[config.mk]
export PLATFORM = sky130hd
export DESIGN_NAME = led_frame_scheduler_flat
export DESIGN_NICKNAME = d
export VERILOG_FILES = /design/src/rtl/led_frame_scheduler_pkg.sv /design/src/rtl/led_frame_scheduler_if.sv /design/src/rtl/led_tick_div.sv /design/src/rtl/led_frame_scheduler.sv /design/src/flat_wrapper.sv
export SDC_FILE = /design/constraint.sdc
export NUM_CORES = 1
export LEC_CHECK = 0
export BUFFER_PORTS_ARGS = -buffer_cell sky130_fd_sc_hd__clkbuf_2
export CORE_ASPECT_RATIO = 0.9
export CORE_MARGIN = 2
export CORE_UTILIZATION = 44
export CTS_CLUSTER_DIAMETER = 200
export DETAILED_ROUTE_END_ITERATION = 6
export GPL_TIMING_DRIVEN = 0
export PLACE_DENSITY = 0.74
export SYNTH_ARGS = -nofsm -noshare
export SYNTH_HDL_FRONTEND = slang
export SYNTH_HIERARCHICAL = 1
export SYNTH_SLANG_ARGS = --single-unit
[constraint.sdc]
create_clock -name clk -period 2.9 [get_ports clk]
set_input_delay 0.435 -clock clk [delete_from_list [all_inputs] [get_ports clk]]
set_output_delay 0.435 -clock clk [all_outputs]
set_load 0.02 [all_outputs]
[src/rtl/led_frame_scheduler_pkg.sv]
// Purpose : shared types and defaults for the LED frame scheduler.
//   - sched_state_e : scheduler FSM state encoding (3 bits)
//   - *Default      : default divider / watchdog / counter-width constants
//   - is_active()   : true while a frame owns the ship engine (watchdog runs)
package led_frame_scheduler_pkg;

  typedef enum logic [2:0] {
    StIdle    = 3'd0,
    StLaunch  = 3'd1,
    StShip    = 3'd2,
    StRelease = 3'd3,
    StFault   = 3'd4
  } sched_state_e;

  // 60 Hz refresh at 100 MHz
  localparam int unsigned RefreshDivDefault = 1_666_667;
  localparam int unsigned TimeoutCycDefault = 2_000_000;
  localparam int unsigned FcntWDefault      = 16;

  function automatic logic is_active(sched_state_e s);
    return (s == StLaunch) || (s == StShip) || (s == StRelease);
  endfunction

endpackage

[src/rtl/led_frame_scheduler_if.sv]
// Purpose : bundles the scheduler's game-logic and ship-engine handshakes.
//   enable, upd_req, upd_ack      : game logic refresh enable / frame request / ack
//   buf_lock                      : pixel memory locked while a frame ships
//   go, ready2go                  : launch handshake with the ship controller
//   all_done                      : GRB engine finished (reset code sent)
//   frame_cnt, timeout_err, err_clr : status counter, sticky fault flag, fault clear
// Modports: slave = scheduler side, master = surrounding system side.
interface led_frame_scheduler_if #(
  parameter int unsigned FCNT_W = led_frame_scheduler_pkg::FcntWDefault
);

  logic              enable;
  logic              upd_req;
  logic              upd_ack;
  logic              buf_lock;
  logic              go;
  logic              ready2go;
  logic              all_done;
  logic [FCNT_W-1:0] frame_cnt;
  logic              timeout_err;
  logic              err_clr;

  modport slave (
    input  enable,
    input  upd_req,
    input  ready2go,
    input  all_done,
    input  err_clr,
    output upd_ack,
    output buf_lock,
    output go,
    output frame_cnt,
    output timeout_err
  );

  modport master (
    output enable,
    output upd_req,
    output ready2go,
    output all_done,
    output err_clr,
    input  upd_ack,
    input  buf_lock,
    input  go,
    input  frame_cnt,
    input  timeout_err
  );

endinterface

[src/rtl/led_tick_div.sv]
// Purpose : free-running refresh divider; one-cycle tick every DIV enabled cycles.
//   clk, rst_n : clock, asynchronous active-low reset
//   i_enable   : 1 = count; 0 = counter held at zero
//   o_tick     : high for the cycle in which the DIV-th enabled cycle completes
module led_tick_div #(
  parameter int unsigned DIV = 100
) (
  input  logic clk,
  input  logic rst_n,
  input  logic i_enable,
  output logic o_tick
);

  localparam int unsigned CntW = (DIV > 1) ? $clog2(DIV) : 1;

  logic [CntW-1:0] r_cnt;
  logic            w_wrap;

  assign w_wrap = (r_cnt == CntW'(DIV - 1));

  always_ff @(posedge clk or negedge rst_n) begin
    if (!rst_n) begin
      r_cnt <= '0;
    end else if (!i_enable || w_wrap) begin
      r_cnt <= '0;
    end else begin
      r_cnt <= r_cnt + CntW'(1);
    end
  end

  assign o_tick = i_enable & w_wrap;

endmodule

[src/rtl/led_frame_scheduler.sv]
// Purpose : sequences LED-strip frame transmission. Arbitrates the periodic
//   refresh tick against game-logic update requests, drives the go/ready2go
//   launch handshake, locks pixel memory while a frame ships, counts completed
//   frames and trips a watchdog if the ship engine hangs.
// Ports:
//   clk, rst_n : clock, asynchronous active-low reset
//   bus        : led_frame_scheduler_if.slave (enable, upd_req/upd_ack, buf_lock,
//                go/ready2go, all_done, frame_cnt, timeout_err/err_clr)
module led_frame_scheduler
  import led_frame_scheduler_pkg::*;
#(
  parameter int unsigned REFRESH_DIV = RefreshDivDefault,
  parameter int unsigned TIMEOUT_CYC = TimeoutCycDefault,
  parameter int unsigned FCNT_W      = FcntWDefault
) (
  input logic                  clk,
  input logic                  rst_n,
  led_frame_scheduler_if.slave bus
);

  localparam int unsigned WdogW = (TIMEOUT_CYC > 1) ? $clog2(TIMEOUT_CYC) : 1;

  sched_state_e      r_state;
  logic              r_pend_ref;
  logic              r_is_upd;
  logic              r_go;
  logic              r_buf_lock;
  logic              r_upd_ack;
  logic              r_timeout_err;
  logic [WdogW-1:0]  r_wdog;
  logic [FCNT_W-1:0] r_frame_cnt;

  logic w_tick;
  logic w_launch;
  logic w_wdog_expired;

  led_tick_div #(
    .DIV (REFRESH_DIV)
  ) u_tick_div (
    .clk      (clk),
    .rst_n    (rst_n),
    .i_enable (bus.enable),
    .o_tick   (w_tick)
  );

  // Launch only when the ship controller is idle, so a frame still in the
  // engine after a reset is never re-triggered.
  assign w_launch = (r_state == StIdle) & bus.ready2go & (bus.upd_req | r_pend_ref);

  // Compare against TIMEOUT_CYC-1 so the counter fits in $clog2(TIMEOUT_CYC)
  // bits; the frame has then spent exactly TIMEOUT_CYC cycles in flight.
  assign w_wdog_expired = is_active(r_state) && (r_wdog == WdogW'(TIMEOUT_CYC - 1));

  always_ff @(posedge clk or negedge rst_n) begin
    if (!rst_n) begin
      r_state       <= StIdle;
      r_pend_ref    <= 1'b0;
      r_is_upd      <= 1'b0;
      r_go          <= 1'b0;
      r_buf_lock    <= 1'b0;
      r_upd_ack     <= 1'b0;
      r_timeout_err <= 1'b0;
      r_wdog        <= '0;
      r_frame_cnt   <= '0;
    end else begin
      r_upd_ack <= 1'b0;

      // A launch consumes any pending refresh, including a tick that lands on
      // the launch cycle itself; extra ticks coalesce into one pending bit.
      if (w_launch) begin
        r_pend_ref <= 1'b0;
      end else if (w_tick) begin
        r_pend_ref <= 1'b1;
      end

      // Set beats clear when both happen on the same cycle.
      if (w_wdog_expired) begin
        r_timeout_err <= 1'b1;
      end else if (bus.err_clr) begin
        r_timeout_err <= 1'b0;
      end

      if (is_active(r_state)) begin
        r_wdog <= r_wdog + WdogW'(1);
      end

      if (w_wdog_expired) begin
        // Abandon the frame: no count, no ack; a held upd_req retries later.
        r_state    <= StFault;
        r_go       <= 1'b0;
        r_buf_lock <= 1'b0;
      end else begin
        unique case (r_state)
          StIdle: begin
            if (w_launch) begin
              r_state    <= StLaunch;
              r_is_upd   <= bus.upd_req;
              r_go       <= 1'b1;
              r_buf_lock <= 1'b1;
              r_wdog     <= '0;
            end
          end
          StLaunch: begin
            if (!bus.ready2go) begin
              r_state <= StShip;
            end
          end
          StShip: begin
            if (bus.all_done) begin
              r_state     <= StRelease;
              r_go        <= 1'b0;
              r_frame_cnt <= r_frame_cnt + FCNT_W'(1);
              r_upd_ack   <= r_is_upd;
            end
          end
          StRelease: begin
            // Memory stays locked until the ship controller finishes its
            // own debounce and reports idle again.
            if (bus.ready2go) begin
              r_state    <= StIdle;
              r_buf_lock <= 1'b0;
            end
          end
          StFault: begin
            if (bus.ready2go) begin
              r_state <= StIdle;
            end
          end
          default: begin
            r_state    <= StIdle;
            r_go       <= 1'b0;
            r_buf_lock <= 1'b0;
          end
        endcase
      end
    end
  end

  assign bus.go          = r_go;
  assign bus.buf_lock    = r_buf_lock;
  assign bus.upd_ack     = r_upd_ack;
  assign bus.frame_cnt   = r_frame_cnt;
  assign bus.timeout_err = r_timeout_err;

endmodule

[src/flat_wrapper.sv]
// flat-port wrapper written by rule: the top's interface ports become plain ports
module led_frame_scheduler_flat import led_frame_scheduler_pkg::*;
#(
  parameter int unsigned REFRESH_DIV = RefreshDivDefault,
  parameter int unsigned TIMEOUT_CYC = TimeoutCycDefault,
  parameter int unsigned FCNT_W      = FcntWDefault
)
  (clk, rst_n, bus_enable, bus_upd_req, bus_ready2go, bus_all_done, bus_err_clr, bus_upd_ack, bus_buf_lock, bus_go, bus_frame_cnt, bus_timeout_err);
  led_frame_scheduler_if #(.FCNT_W(FCNT_W)) bus_i ();
  input logic clk;
  input logic rst_n;
  input wire logic [$bits(bus_i.enable)-1:0] bus_enable;
  input wire logic [$bits(bus_i.upd_req)-1:0] bus_upd_req;
  input wire logic [$bits(bus_i.ready2go)-1:0] bus_ready2go;
  input wire logic [$bits(bus_i.all_done)-1:0] bus_all_done;
  input wire logic [$bits(bus_i.err_clr)-1:0] bus_err_clr;
  output wire logic [$bits(bus_i.upd_ack)-1:0] bus_upd_ack;
  output wire logic [$bits(bus_i.buf_lock)-1:0] bus_buf_lock;
  output wire logic [$bits(bus_i.go)-1:0] bus_go;
  output wire logic [$bits(bus_i.frame_cnt)-1:0] bus_frame_cnt;
  output wire logic [$bits(bus_i.timeout_err)-1:0] bus_timeout_err;
  assign bus_i.enable = bus_enable;
  assign bus_i.upd_req = bus_upd_req;
  assign bus_i.ready2go = bus_ready2go;
  assign bus_i.all_done = bus_all_done;
  assign bus_i.err_clr = bus_err_clr;
  assign bus_upd_ack = bus_i.upd_ack;
  assign bus_buf_lock = bus_i.buf_lock;
  assign bus_go = bus_i.go;
  assign bus_frame_cnt = bus_i.frame_cnt;
  assign bus_timeout_err = bus_i.timeout_err;
  led_frame_scheduler #(.REFRESH_DIV(REFRESH_DIV), .TIMEOUT_CYC(TIMEOUT_CYC), .FCNT_W(FCNT_W)) u_core (.clk(clk), .rst_n(rst_n), .bus(bus_i));
endmodule
; ---- Yosys cells after proc, flatten, opt, wreduce, memory -nomap -nowiden
; Cells that the tools add are included.
[totals]
ff_bits = 67
output_inout_bits = 20
[classes]
eq_ne = 13
add_sub_neg = 3
n_reduce_logical = 16
bitwise_logic = 5
muxes = 25
[ops]
columns = operator, n
row1 = $mux 21, 5
row2 = $add 21x1->21 const B, 2
row3 = $eq 21x21->1 const B, 2
row4 = $add 16x1->16 const B, 1
row5 = $mux 3, 5
row6 = $mux 1, 12
row7 = $pmux 3 s4, 1
row8 = $reduce_and 3->1, 4
row9 = $ne 3x2->1 const B, 3
row10 = $eq 3x2->1 const B, 2
row11 = $ne 3x1->1 const B, 2
row12 = $pmux 1 s3, 2
row13 = $reduce_or 3->1, 2
row14 = $ne 2x1->1 const B, 2
row15 = $reduce_and 4->1, 1
row16 = $reduce_bool 2->1, 2
row17 = $and 1x1->1, 3
row18 = $eq 3x1->1 const B, 1
row19 = $eq 3x3->1 const B, 1
row20 = $logic_not 3->1, 1
row21 = $logic_or 1x1->1, 3
row22 = $reduce_or 2->1, 1
row23 = $logic_and 1x1->1, 1
row24 = $logic_not 1->1, 1
row25 = other kinds (2), 2

; ---- Longest topological paths before layout
; Gate-level depths: netlist (run 1).
[depth]
word_depth = 7
ltp_mapped = 8

; ---- Cells and area by module
; The synthesis (run 1) kept the hierarchy.
[modules_own_cells]
columns = module, instances, seq_area_each_um2, area_each_um2, cells_each
row1 = led_frame_scheduler, 1, 1151.1, 2253.4, 226
row2 = led_tick_div, 1, 525.5, 1094.8, 115

; ---- Worst setup path after synthesis (run 1)
; Ideal clock, no wire load.
[synth_timing]
path_type = register to register
startpoint = register u_core.r_state[2]
endpoint = register u_core.r_frame_cnt[1] (netlist: u_core/bus.frame_cnt[1])
path_buffers = 1
synth_period_minus_slack_ps = 1827
path_slack_ps = 1073
stages_incl_launch_ff = 7
required_ps = 2772
t_arrival_ps = 1699
path_cell_list = dfrtp_1 o21ba_1 buf_4 nand4_4 or3_4 nand2_1 mux2_1
[synth_via]
elab_chain_len = 6
[synth_lines]
columns = element, line
row1 = from (decl), led_frame_scheduler.sv:23  ; sched_state_e r_state;
row2 = from (signal assigned), led_frame_scheduler.sv:56  ; r_state <= StIdle;
row3 = from (signal assigned), led_frame_scheduler.sv:89  ; r_state <= StFault;
row4 = from (signal assigned), led_frame_scheduler.sv:96  ; r_state <= StLaunch;
row5 = $eq 3x1->1 or $eq 3x2->1 (tied branches), "led_frame_scheduler_pkg.sv:21, led_frame_scheduler.sv:93"
row6 = $logic_or 1x1->1 (2 in series), led_frame_scheduler_pkg.sv:21  ; return (s == StLaunch) || (s == StShip) || (s == StRelease);
row7 = $logic_and 1x1->1, led_frame_scheduler.sv:52  ; assign w_wdog_expired = is_active(r_state) && (r_wdog == WdogW'(TIMEOUT_CYC - 1));
row8 = $not 1->1 (no source line), -
row9 = $reduce_and 3->1 (no source line) (*), -
row10 = to (signal assigned), led_frame_scheduler.sv:112  ; r_frame_cnt <= r_frame_cnt + FCNT_W'(1);
row11 = to (decl), led_frame_scheduler.sv:31  ; logic [FCNT_W-1:0] r_frame_cnt;
; Mark *: on every way between the ends. The rest lies on a longest branch, timed or not.
; A chain may end at the register's enable or synchronous reset.

; ---- Worst setup path after layout (run 1)
[layout_timing]
startpoint = register u_core.r_state[0]
endpoint = register u_core.r_wdog[7]
[layout_via]
elab_chain_len = 7
[layout_lines]
columns = element, line
row1 = $eq 3x1->1 or $eq 3x2->1 (tied branches), led_frame_scheduler_pkg.sv:21
row2 = $logic_or 1x1->1 (2 in series), led_frame_scheduler_pkg.sv:21
row3 = $mux 21, led_frame_scheduler.sv:83  ; if (is_active(r_state)) begin
row4 = $mux 21, led_frame_scheduler.sv:95  ; if (w_launch) begin
row5 = $mux 21, led_frame_scheduler.sv:93  ; unique case (r_state)
row6 = $mux 21 (*), led_frame_scheduler.sv:87  ; if (w_wdog_expired) begin
row7 = to (signal assigned), led_frame_scheduler.sv:84  ; r_wdog <= r_wdog + WdogW'(1);
row8 = to (decl), led_frame_scheduler.sv:30  ; logic [WdogW-1:0] r_wdog;
; Marks and branches as above.

==> results of run 1 <==
==> power by group through the flow <==
stage	Sequential (µW)	Combinational (µW)	Clock, µW
after floorplan	1380	438	0
after global placement	1360	628	0
after detailed placement	1370	657	0
after CTS	1350	662	722
after global routing	1390	748	768
final	1360	655	695
==> cells in the final DEF (no fill, tap or decap), types with 3 or more instances in the layout <==
cell type,n
nor3_1,13
clkbuf_8,9
clkbuf_1,5
and3_1,10
nand3_1,21
nand2_1,27
clkbuf_2,25
nor2_1,44
clkinvlp_4,4
nand4b_1,3
or3_1,8
and4_1,4
nand4_1,9
inv_1,9
xor2_1,17
xnor2_1,26
a21oi_1,15
nor4_1,8
o21ai_0,14
ha_1,4
dfrtp_1,67
buf_2,3
==> registers in the layout, summed over array words and instances, names as in the netlist <==
signal,count
u_core/r_state,3
u_core/r_is_upd,1
u_core/bus.timeout_err,1
u_core/bus.upd_ack,1
u_core/u_tick_div/r_cnt,21
u_core/r_pend_ref,1
u_core/bus.buf_lock,1
u_core/bus.frame_cnt,16
u_core/bus.go,1
u_core/r_wdog,21
==> cell families (layout without fill, tap and decap cells) <==
logic type,Yosys count,count (layout)
and+or+nand+nor,169,169
DFF,67,67
xor gates and xnor gates,43,43
AOI/OAI and AO/OA,36,36
buffers and inverters,20,63
adders and majority gates,4,4
muxes,2,2
==> cell type report <==
cell class / instances / area (µm²) / share of cell area, %
repair buffers: 27 / 160 / 4.21
inverters: 9 / 33.8 / 0.888
well taps: 96 / 120 / 3.16
clock inverters: 7 / 52.6 / 1.38
multi-input cells: 254 / 1580 / 41.5
flip-flops and latches: 67 / 1680 / 44.1
clock buffers: 9 / 124 / 3.26
plain buffers: 11 / 60.1 / 1.58
==> metal layers <==
metal  global-route usage (%)  share of wire [%]  vias up
li1                         -                  -     1275
met1                     22.5                 47     1273
met2                     30.8                 49       43
met3                     5.57                3.6        4
met4                     5.58               0.75        0
met5                        0                  0        -
==> Yosys cell counts (all sizes together), types with 5 or more instances <==
cell type | number | area share [%]
nor3 | 14 | 2.2
xor2 | 17 | 4.4
buf | 6 | 1.2
nor4 | 8 | 1.5
and4 | 5 | 1.3
a21oi | 15 | 2.2
clkbuf | 5 | 0.56
nor2 | 44 | 4.9
nand2 | 27 | 3.0
or3 | 9 | 1.8
nand4 | 11 | 2.7
nand3 | 22 | 3.4
o21ai | 14 | 2.1
and3 | 10 | 1.9
inv | 9 | 1.0
xnor2 | 26 | 6.8
dfrtp | 67 | 50
==> stage by stage <==
step | cells | hold WS [ns] | setup WS (ns)
6_report | 480 | 0.0106 | 0.795
5_1_grt | 480 | 0.00514 | 0.483
4_1_cts | 480 | 0.00255 | 0.790
3_5_place_dp | 464 | 0.389 | 0.815
3_3_place_gp | 463 | 0.460 | 0.840
2_1_floorplan | 341 | 0.139 | 1.07
==> final timing paths <==
kind                                           from                          to  cells after the start
max in group asynchronous                     rst_n  u_core/u_tick_div/r_cnt[9]                      2
setup / recovery                  u_core/r_state[0]            u_core/r_wdog[7]                      6
min in group clk                        bus_err_clr      u_core/bus.timeout_err                      2
setup reg to reg                  u_core/r_state[0]            u_core/r_wdog[7]                      6
hold reg to reg            u_core/bus.frame_cnt[15]    u_core/bus.frame_cnt[15]                      1
hold / removal                                rst_n     u_core/bus.frame_cnt[8]                      1
==> flow_summary.yaml, run 1 <==
sta:
  drv_slew: 0
  clock.fmax_mhz: 475
  finalSetupTns_ns: 0
  fin_crit_ns: 2.10
  rsz0062_at_grt: "no"
  clock_skew_ns: 0.0126
  tightestPinTransition_ns: 0.606
  final.period_utilization_pct: 72.6
  relSlewSlack_pct: 59.4
  setup_viol: 0
  finalHoldViolations: 0
yosys:
  synth_edf_count: 0
  synthMuxAreaShare_pct: 0.673
  synth_cell_type_count: 45
  yosys_warnings: 6
  syn_area_per_cell_um2: 9.82
  synthCells: 341
  syn_area_um2: 3350
  async_flop_share_pct: 100
  synth_flop_cell: "dfrtp_1"
  syn_nets: 352
  yosys.area_share.xor_xnor_pct: 11.2
  synth_compound_area_share_pct: 6.05
  synth-simple-area-share_pct: 27.7
  synth_top_family_by_area: "simple AND/OR/NAND/NOR gates"
  yosys_register_bits: 67
  synth-adder-area-share_pct: 1.49
  yosysSeqAreaShare_pct: 50.1
worst_hold_path:
  worstHoldPathType: "input port to asynchronous set/reset pin"
finish:
  fin_area_um2: 3800
  syn2layout_area_growth_pct: 13.6
  layout-drive-gt1-share_pct: 15.1
  finalNetCount: 390
  antenna_cells: 0
  utilization_pct: 50.9
  fill_cells: 685
grt:
  antenna_found_initial: 0
  globalRouteOverflowTotal: 0
  grt_max_degree: 46
  grt_pass1_vias: 2553
  track_usage_pct: 18.3
  grt_pass1_wl_um: 11700
pwr:
  internal-power_uw: 1740
  share_comb_of_total_power_pct: 24.2
  power_switching_share_pct: 35.8
  p_per_area_nw_per_um2: 711
  power.total_uw: 2710
  seq_power_share_pct: 50.1
  switching_power_uw: 970
  power.leakage_uw: 0.00166
  vdd_drop_max_v: 0.000241
  clockPowerShare_pct: 25.7
worst_setup_path:
  cpMaxStageDelayCell: "nor3b_2"
  critPathMaxFanout: 10
  critPathTopFamily: "simple AND/OR/NAND/NOR gates"
  path_buf_inv: 2
  cp_common_cell: "nor2_1"
  arrival_ns: 2.31
  cp_slowest_stage_delay_ns: 0.46
  crit_path_start_kind: "flip-flop"
  critical_path.endpoint_type: "flip-flop"
  crit_chain: "buf_2 -> nor2_1 -> o21ai_0 -> nor3b_2 -> clkbuf_1 -> nor2_1"
  rrSetupSlack_ns: 0.80
  critPathKind: "flip-flop to flip-flop"
  crit_required_ns: 3.10
clock_network:
  cts.clk_slew.worst_paths_ns: 0.08
  cts_setup_buffers: 0
  cts-buffers-inserted: 9
  cts_tree: "built"
  clock-sinks: 67
  cts_buffer_depth: 2
  cts.htree.levels: 3
  clk_latency_ns: 0.34
  root_buffer: "clkbuf_8"
  cts_resized: 0
  cts_hold_buffers: 0
floorplan:
  ios: 27
  core_area_um2: 7470
  initial_utilization_pct: 44.8
  dieArea_um2: 8320
  chipHeight_um: 86.8
  die_x_um: 96.0
  rows: 30
drt:
  detail_route.iter0.violations: 113
  drc_errors: 0
  avgViaCountPerCell: 5.41
  vias: 2595
  ant_nets: 0
  drt-pass1-iter-count: 4
  wl_um: 6910
  wl_per_cell_um: 14.4
flow_run:
  cap_violations: 0
placement:
  gp_congestion: 0.798
  port-buffer-count: 26
  dpl.hpwl_um: 4770
  postPlaceCellArea_um2: 3630
outcome:
  outcome: "complete, no violations"
(Power assumes the default switching activity.)
==> inputs of run 2 (changes only) <==
--- a/config.mk
+++ b/config.mk
@@ -12,7 +12,7 @@
 export CTS_CLUSTER_DIAMETER = 200
 export DETAILED_ROUTE_END_ITERATION = 6
 export GPL_TIMING_DRIVEN = 0
-export PLACE_DENSITY = 0.74
+export PLACE_DENSITY = 0.76
 export SYNTH_ARGS = -nofsm -noshare
 export SYNTH_HDL_FRONTEND = slang
 export SYNTH_HIERARCHICAL = 1
==> constraint.sdc (replaced) <==
create_clock -name clk -period 1.7 [get_ports clk]
set_input_delay 0.255 -clock clk [delete_from_list [all_inputs] [get_ports clk]]
set_output_delay 0.255 -clock clk [all_outputs]
set_load 0.02 [all_outputs]
==> run 2 against run 1 <==
Net effect: the run now ends with negative setup slack left; critical path depth fell by 2; global-route usage rose by 1.9 points; sequential share of layout area fell by 5.9 points; non-clock buffer count rose by 29; critical path type unchanged; critical endpoint is now u_core/u_tick_div/r_cnt[17].
==> flow_summary.yaml, run 2 (synthesis results as in run 1) <==
sta:
  setup_viol: 31
  relSlewSlack_pct: 39.2
  rsz0062_at_grt: "yes"
  tightestPinTransition_ns: 0.913
  finalSetupTns_ns: -0.538
  drv_slew: 0
  clock.fmax_mhz: 565
  final.period_utilization_pct: 104
  worst_slack_ns: -0.0714
  fin_crit_ns: 1.77
  clock_skew_ns: 0.0120
  finalHoldViolations: 0
drt:
  drc_errors: 0
  wl_per_cell_um: 17.5
  vias: 2982
  drt-pass1-iter-count: 5
  wl_um: 8850
  avgViaCountPerCell: 5.88
  detail_route.iter0.violations: 220
  ant_nets: 0
worst_setup_path:
  crit_path_start_kind: "flip-flop"
  regToRegStartpoint: "u_core/u_tick_div/r_cnt[12]"
  r2r-end: "u_core/u_tick_div/r_cnt[17]"
  rr_worst_depth: 4
  rrSetupSlack_ns: -0.07
  arrival_ns: 2.05
  critPathKind: "flip-flop to flip-flop"
  crit_required_ns: 1.98
  critical_path.endpoint_type: "flip-flop"
  critPathMaxFanout: 6
clock_network:
  cts_hold_buffers: 0
  cts.htree.levels: 3
  cts-buffers-inserted: 9
  cts_buffer_depth: 2
  root_buffer: "clkbuf_8"
  clock-sinks: 67
  clk_latency_ns: 0.34
  cts_tree: "built"
  cts.clk_slew.worst_paths_ns: 0.07
pwr:
  seq_power_share_pct: 46.5
  share_comb_of_total_power_pct: 28.3
  power_switching_share_pct: 34.9
  p_per_area_nw_per_um2: 1150
  vdd_drop_max_v: 0.000442
  power.leakage_uw: 0.00187
  clockPowerShare_pct: 25.2
  switching_power_uw: 1760
  internal-power_uw: 3280
floorplan:
  dieArea_um2: 8320
  core_area_um2: 7470
  chipHeight_um: 86.8
  rows: 30
  ios: 27
  initial_utilization_pct: 44.8
  die_x_um: 96.0
grt:
  track_usage_pct: 20.1
  grt_pass1_vias: 2639
  grt_pass1_wl_um: 12900
  antenna_found_initial: 0
  globalRouteOverflowTotal: 0
  grt_max_degree: 68
outcome:
  outcome: "finished with violations"
  violations: "negative setup slack"
placement:
  dpl.hpwl_um: 4710
  postPlaceCellArea_um2: 3620
  port-buffer-count: 26
  dp.cells: 463
  gp_congestion: 0.836
finish:
  fin_area_um2: 4400
  finalNetCount: 419
  layout_commonest_cell: "dfrtp_1"
  fill_cells: 564
  layout_common_cells: "63 x dfrtp_1, 27 x buf_4, 27 x nor2_1"
  layout-drive-gt1-share_pct: 34.5
  utilization_pct: 58.9
  fin_cells: 507
  syn2layout_area_growth_pct: 31.5
  antenna_cells: 0
flow_run:
  cap_violations: 0
worst_hold_path:
  worstHoldPathType: "input port to asynchronous set/reset pin"
## run 2: worst max-delay path by stage
stage / startpoint / endpoint / slack [ns] / depth (start not counted)
CTS: u_core/r_wdog[7] / u_core/bus.frame_cnt[1] / -0.05 / 5
detailed placement: u_core/r_state[0] / u_core/r_wdog[10] / -0.40 / 6
finish: u_core/u_tick_div/r_cnt[12] / u_core/u_tick_div/r_cnt[17] / -0.07 / 4
floorplan: u_core/r_state[2] / u_core/bus.frame_cnt[1] / -0.06 / 6
global placement: u_core/u_tick_div/r_cnt[12] / u_core/u_tick_div/r_cnt[8] / -0.36 / 5
global route: u_core/u_tick_div/r_cnt[10] / u_core/u_tick_div/r_cnt[17] / -0.10 / 4
## run 2: stage by stage
stage                     worst slack [ns]  hold slack (ns)  power (µW)
final                              -0.0714           0.0769        5040
after global routing                -0.105           0.0982        5330
after CTS                          -0.0515           0.0959        4920
after detailed placement            -0.402            0.458        3490
after global placement              -0.361            0.455        3430
after floorplan                    -0.0635          -0.0406        3140
## run 2: cell type report
class | count | area, µm² | area share (%)
Buffer | 9 | 83.8 | 1.90
Clock buffer | 11 | 141 | 3.21
Clock inverter | 3 | 40.0 | 0.909
Inverter | 9 | 33.8 | 0.767
Multi-Input combinational cell | 254 | 1900 | 43.1
Sequential cell | 67 | 1680 | 38.2
Tap cell | 96 | 120 | 2.73
Timing Repair Buffer | 58 | 405 | 9.21
## run 2: layer usage
metal,share of wire [%],routed length [µm],vias up,track usage (%)
li1,-,-,1331,-
met1,41,3660,1489,26.8
met2,50,4390,134,31.2
met3,6.0,531,28,3.74
met4,3.1,274,0,10.5
met5,0,0,-,0
## run 2: power groups by stage
stage	sequential [µW]	combinational (µW)	clock, µW
after floorplan	2360	782	0
after global placement	2320	1110	0
after detailed placement	2330	1160	0
after CTS	2310	1300	1300
after global routing	2390	1560	1380
final	2350	1430	1270
## run 2: timing repair
item / CTS / global route
pin swaps: 12 / 27
setup buffers: 22 / 8
cloned: 2 / 1
gates resized for setup: 31 / 64
endpoints found under the setup margin: 65 / 63
## run 2: worst max-delay path, stage by stage (launching register included)
cell,delay [ns]
dfrtp_2,0.42
nand4_1,0.14
or4_4,0.59
or4_4,0.44
a21oi_2,0.12
==> inputs of run 3 (changes only) <==
--- a/config.mk
+++ b/config.mk
@@ -5,6 +5,7 @@
 export SDC_FILE = /design/constraint.sdc
 export NUM_CORES = 1
 export LEC_CHECK = 0
+export ABC_AREA = 1
 export BUFFER_PORTS_ARGS = -buffer_cell sky130_fd_sc_hd__clkbuf_2
 export CORE_ASPECT_RATIO = 0.9
 export CORE_MARGIN = 2
@@ -12,7 +13,7 @@
 export CTS_CLUSTER_DIAMETER = 200
 export DETAILED_ROUTE_END_ITERATION = 6
 export GPL_TIMING_DRIVEN = 0
-export PLACE_DENSITY = 0.76
+export PLACE_DENSITY = 0.75
 export SYNTH_ARGS = -nofsm -noshare
 export SYNTH_HDL_FRONTEND = slang
 export SYNTH_HIERARCHICAL = 1
==> run 3 against run 2 <==
Net effect: the flow now finishes without violations; sequential power fell by 13%; synthesized cell count rose by 59%; die area increased by 17%; non-clock buffer count shrank 30; sequential share of layout area fell by 1.4 points; clock skew is essentially flat; count of clock-buffer cells in the layout decreased by 1; global-route usage is 1.6 points lower; core utilization is 6.2 points lower; register-to-register slack gained 0.16 ns; worst setup slack improved by 0.16 ns; critical endpoint is now u_core/bus.frame_cnt[13].
==> flow_summary.yaml, run 3 <==
drt:
  drt-pass1-iter-count: 4
  vias: 3420
  drc_errors: 0
  detail_route.iter0.violations: 146
  avgViaCountPerCell: 4.85
  wl_per_cell_um: 11.6
  wl_um: 8150
  ant_nets: 0
worst_setup_path:
  worstSetupStartpoint: "u_core/r_wdog[0]"
  critPathMaxFanout: 10
  crit_path_start_kind: "flip-flop"
  crit_required_ns: 1.93
  regToRegStartpoint: "u_core/r_wdog[0]"
  critical_path.endpoint_type: "flip-flop"
  cp_slowest_stage_delay_ns: 0.40
  critPathKind: "flip-flop to flip-flop"
  crit_chain: "ha_1 -> nand2_2 -> nor2_8 -> nand3b_4 -> clkinv_4 -> nand2_8 -> nand2_8 -> buf_12 -> nand2_1 -> nand2_1"
  cpMaxStageDelayCell: "dfrtp_1"
  arrival_ns: 1.84
grt:
  track_usage_pct: 18.5
  globalRouteOverflowTotal: 0
  grt_pass1_vias: 3334
  antenna_found_initial: 0
  grt_pass1_wl_um: 14600
  grt_max_degree: 56
finish:
  finalNetCount: 592
  layout_commonest_cell: "nand2_1"
  layout_common_cells: "168 x nand2_1, 99 x nor2_1, 67 x dfrtp_1"
  layout-drive-gt1-share_pct: 14.7
  syn2layout_area_growth_pct: 15.5
  antenna_cells: 0
  fin_cells: 705
  fill_cells: 826
floorplan:
  ios: 27
  die_x_um: 104
  core_area_um2: 8650
  dieArea_um2: 9750
  chipHeight_um: 93.9
  rows: 32
  initial_utilization_pct: 45.6
placement:
  dp.cells: 687
  pre_cts_ws_ns: 0.0433
  dpl.hpwl_um: 6010
  gp_congestion: 0.895
  port-buffer-count: 26
clock_network:
  cts.clk_slew.worst_paths_ns: 0.07
  cts_buffer_depth: 2
  clock-sinks: 67
  cts_tree: "built"
  root_buffer: "clkbuf_8"
  cts-buffers-inserted: 9
  cts.htree.levels: 3
  clk_latency_ns: 0.34
worst_hold_path:
  worstHoldPathType: "input port to flip-flop"
  min-delay-start: "bus_err_clr"
sta:
  finalSetupTns_ns: 0
  worst_slack_ns: 0.0926
  relSlewSlack_pct: 67.4
  tightestPinTransition_ns: 0.484
  fin_crit_ns: 1.61
  final.period_utilization_pct: 94.6
  finalHoldViolations: 0
  setup_viol: 0
  drv_slew: 0
  clock.fmax_mhz: 622
  clock_skew_ns: 0.0123
yosys:
  synth_commonest_cells: "169 x nand2_1, 103 x nor2_1, 67 x dfrtp_1, 60 x inv_1, 35 x nand3_1"
  yosys_register_bits: 67
  synthTopCellsByArea: "dfrtp_1 42%, nand2_1 16%, nor2_1 9.8%, inv_1 5.7%, xor2_1 4.9%"
  synth_most_common_cell: "nand2_1"
  synth_edf_count: 0
  synth_cell_type_count: 29
  synth_top_area_share_pct: 42.5
  yosysSeqAreaShare_pct: 42.5
  yosys_warnings: 6
  synthDominantAreaCellType: "dfrtp_1"
  syn_area_um2: 3950
  synth_flop_cell: "dfrtp_1"
  async_flop_share_pct: 100
  syn_nets: 552
  synthCells: 541
  syn_area_per_cell_um2: 7.30
outcome:
  outcome: "complete, no violations"
pwr:
  vdd_drop_max_v: 0.000462
  power.leakage_uw: 0.00223
  p_per_area_nw_per_um2: 1080
flow_run:
  cap_violations: 0
run 3: final cells by class:
class	instances	area, µm²	area share, %
plain buffers	8	66.3	1.45
repair buffers	29	178	3.90
well taps	119	149	3.27
clock inverters	6	111	2.44
multi-input cells	403	2000	43.8
inverters	63	241	5.30
flip-flops and latches	67	1680	36.8
clock buffers	10	138	3.02
run 3: final timing paths:
| kind | depth (start not counted) | slack [ns] | endpoint |
|---|---|---|---|
| max in group asynchronous | 3 | 0.85 | u_core/r_wdog[13] |
| max | 10 | 0.09 | u_core/bus.frame_cnt[13] |
| min in group asynchronous | 2 | 0.33 | u_core/u_tick_div/r_cnt[18] |
| min | 2 | 0.10 | u_core/bus.timeout_err |
| min reg2reg | 2 | 0.51 | u_core/bus.upd_ack |
| max reg2reg | 10 | 0.09 | u_core/bus.frame_cnt[13] |
run 3: report_power, final:
part | switching, µW | internal [µW]
logic | 774 | 461
registers | 233 | 1810
clock network | 625 | 1020
run 3: what timing repair did:
item | 4_1_cts | 5_1_grt
hold buffers | 1 | 0
setup buffers | 0 | 1
setup endpoints to repair | 8 | 24
endpoints found under the hold margin | 12 | 0
resized for setup | 1 | 10
run 3: logic make-up (layout without fill, tap and decap cells):
kind of cell / after synthesis / in the layout / synth area share (%)
compound gates: 17 / 17 / 2.47
flops: 67 / 67 / 42.5
simple gates: 353 / 353 / 39.6
xor+xnor: 29 / 29 / 6.43
buf+inv: 71 / 116 / 7.80
fa+ha+maj: 4 / 4 / 1.27
run 3: critical path: cells and delay by family (launching register included):
kind / cells / cell delay (ns)
AND/OR/NAND/NOR: 7 / 0.63
flip-flops: 1 / 0.40
buffers and inverters: 2 / 0.24
adder cells (fa/ha/maj): 1 / 0.23
run 3: routing by layer:
layer / vias up / track usage (%) / wire length [µm]
met3: 6 / 3.88 / 234
li1: 1743 / - / -
met2: 47 / 33.2 / 3980
met5: - / 0 / 0
met1: 1624 / 22.2 / 3870
met4: 0 / 6.08 / 63
run 3: per-stage QoR:
step	hold slack (ns)	cell area, µm²	power [µW]	utilization [%]
CTS	0.0783	4520	4930	52.2
global placement	0.446	4230	3190	48.9
floorplan	-0.0406	3950	2930	-
finish	0.101	4560	4920	52.7
detailed placement	0.153	4260	3260	49.2
global route	0.0928	4560	5250	52.7
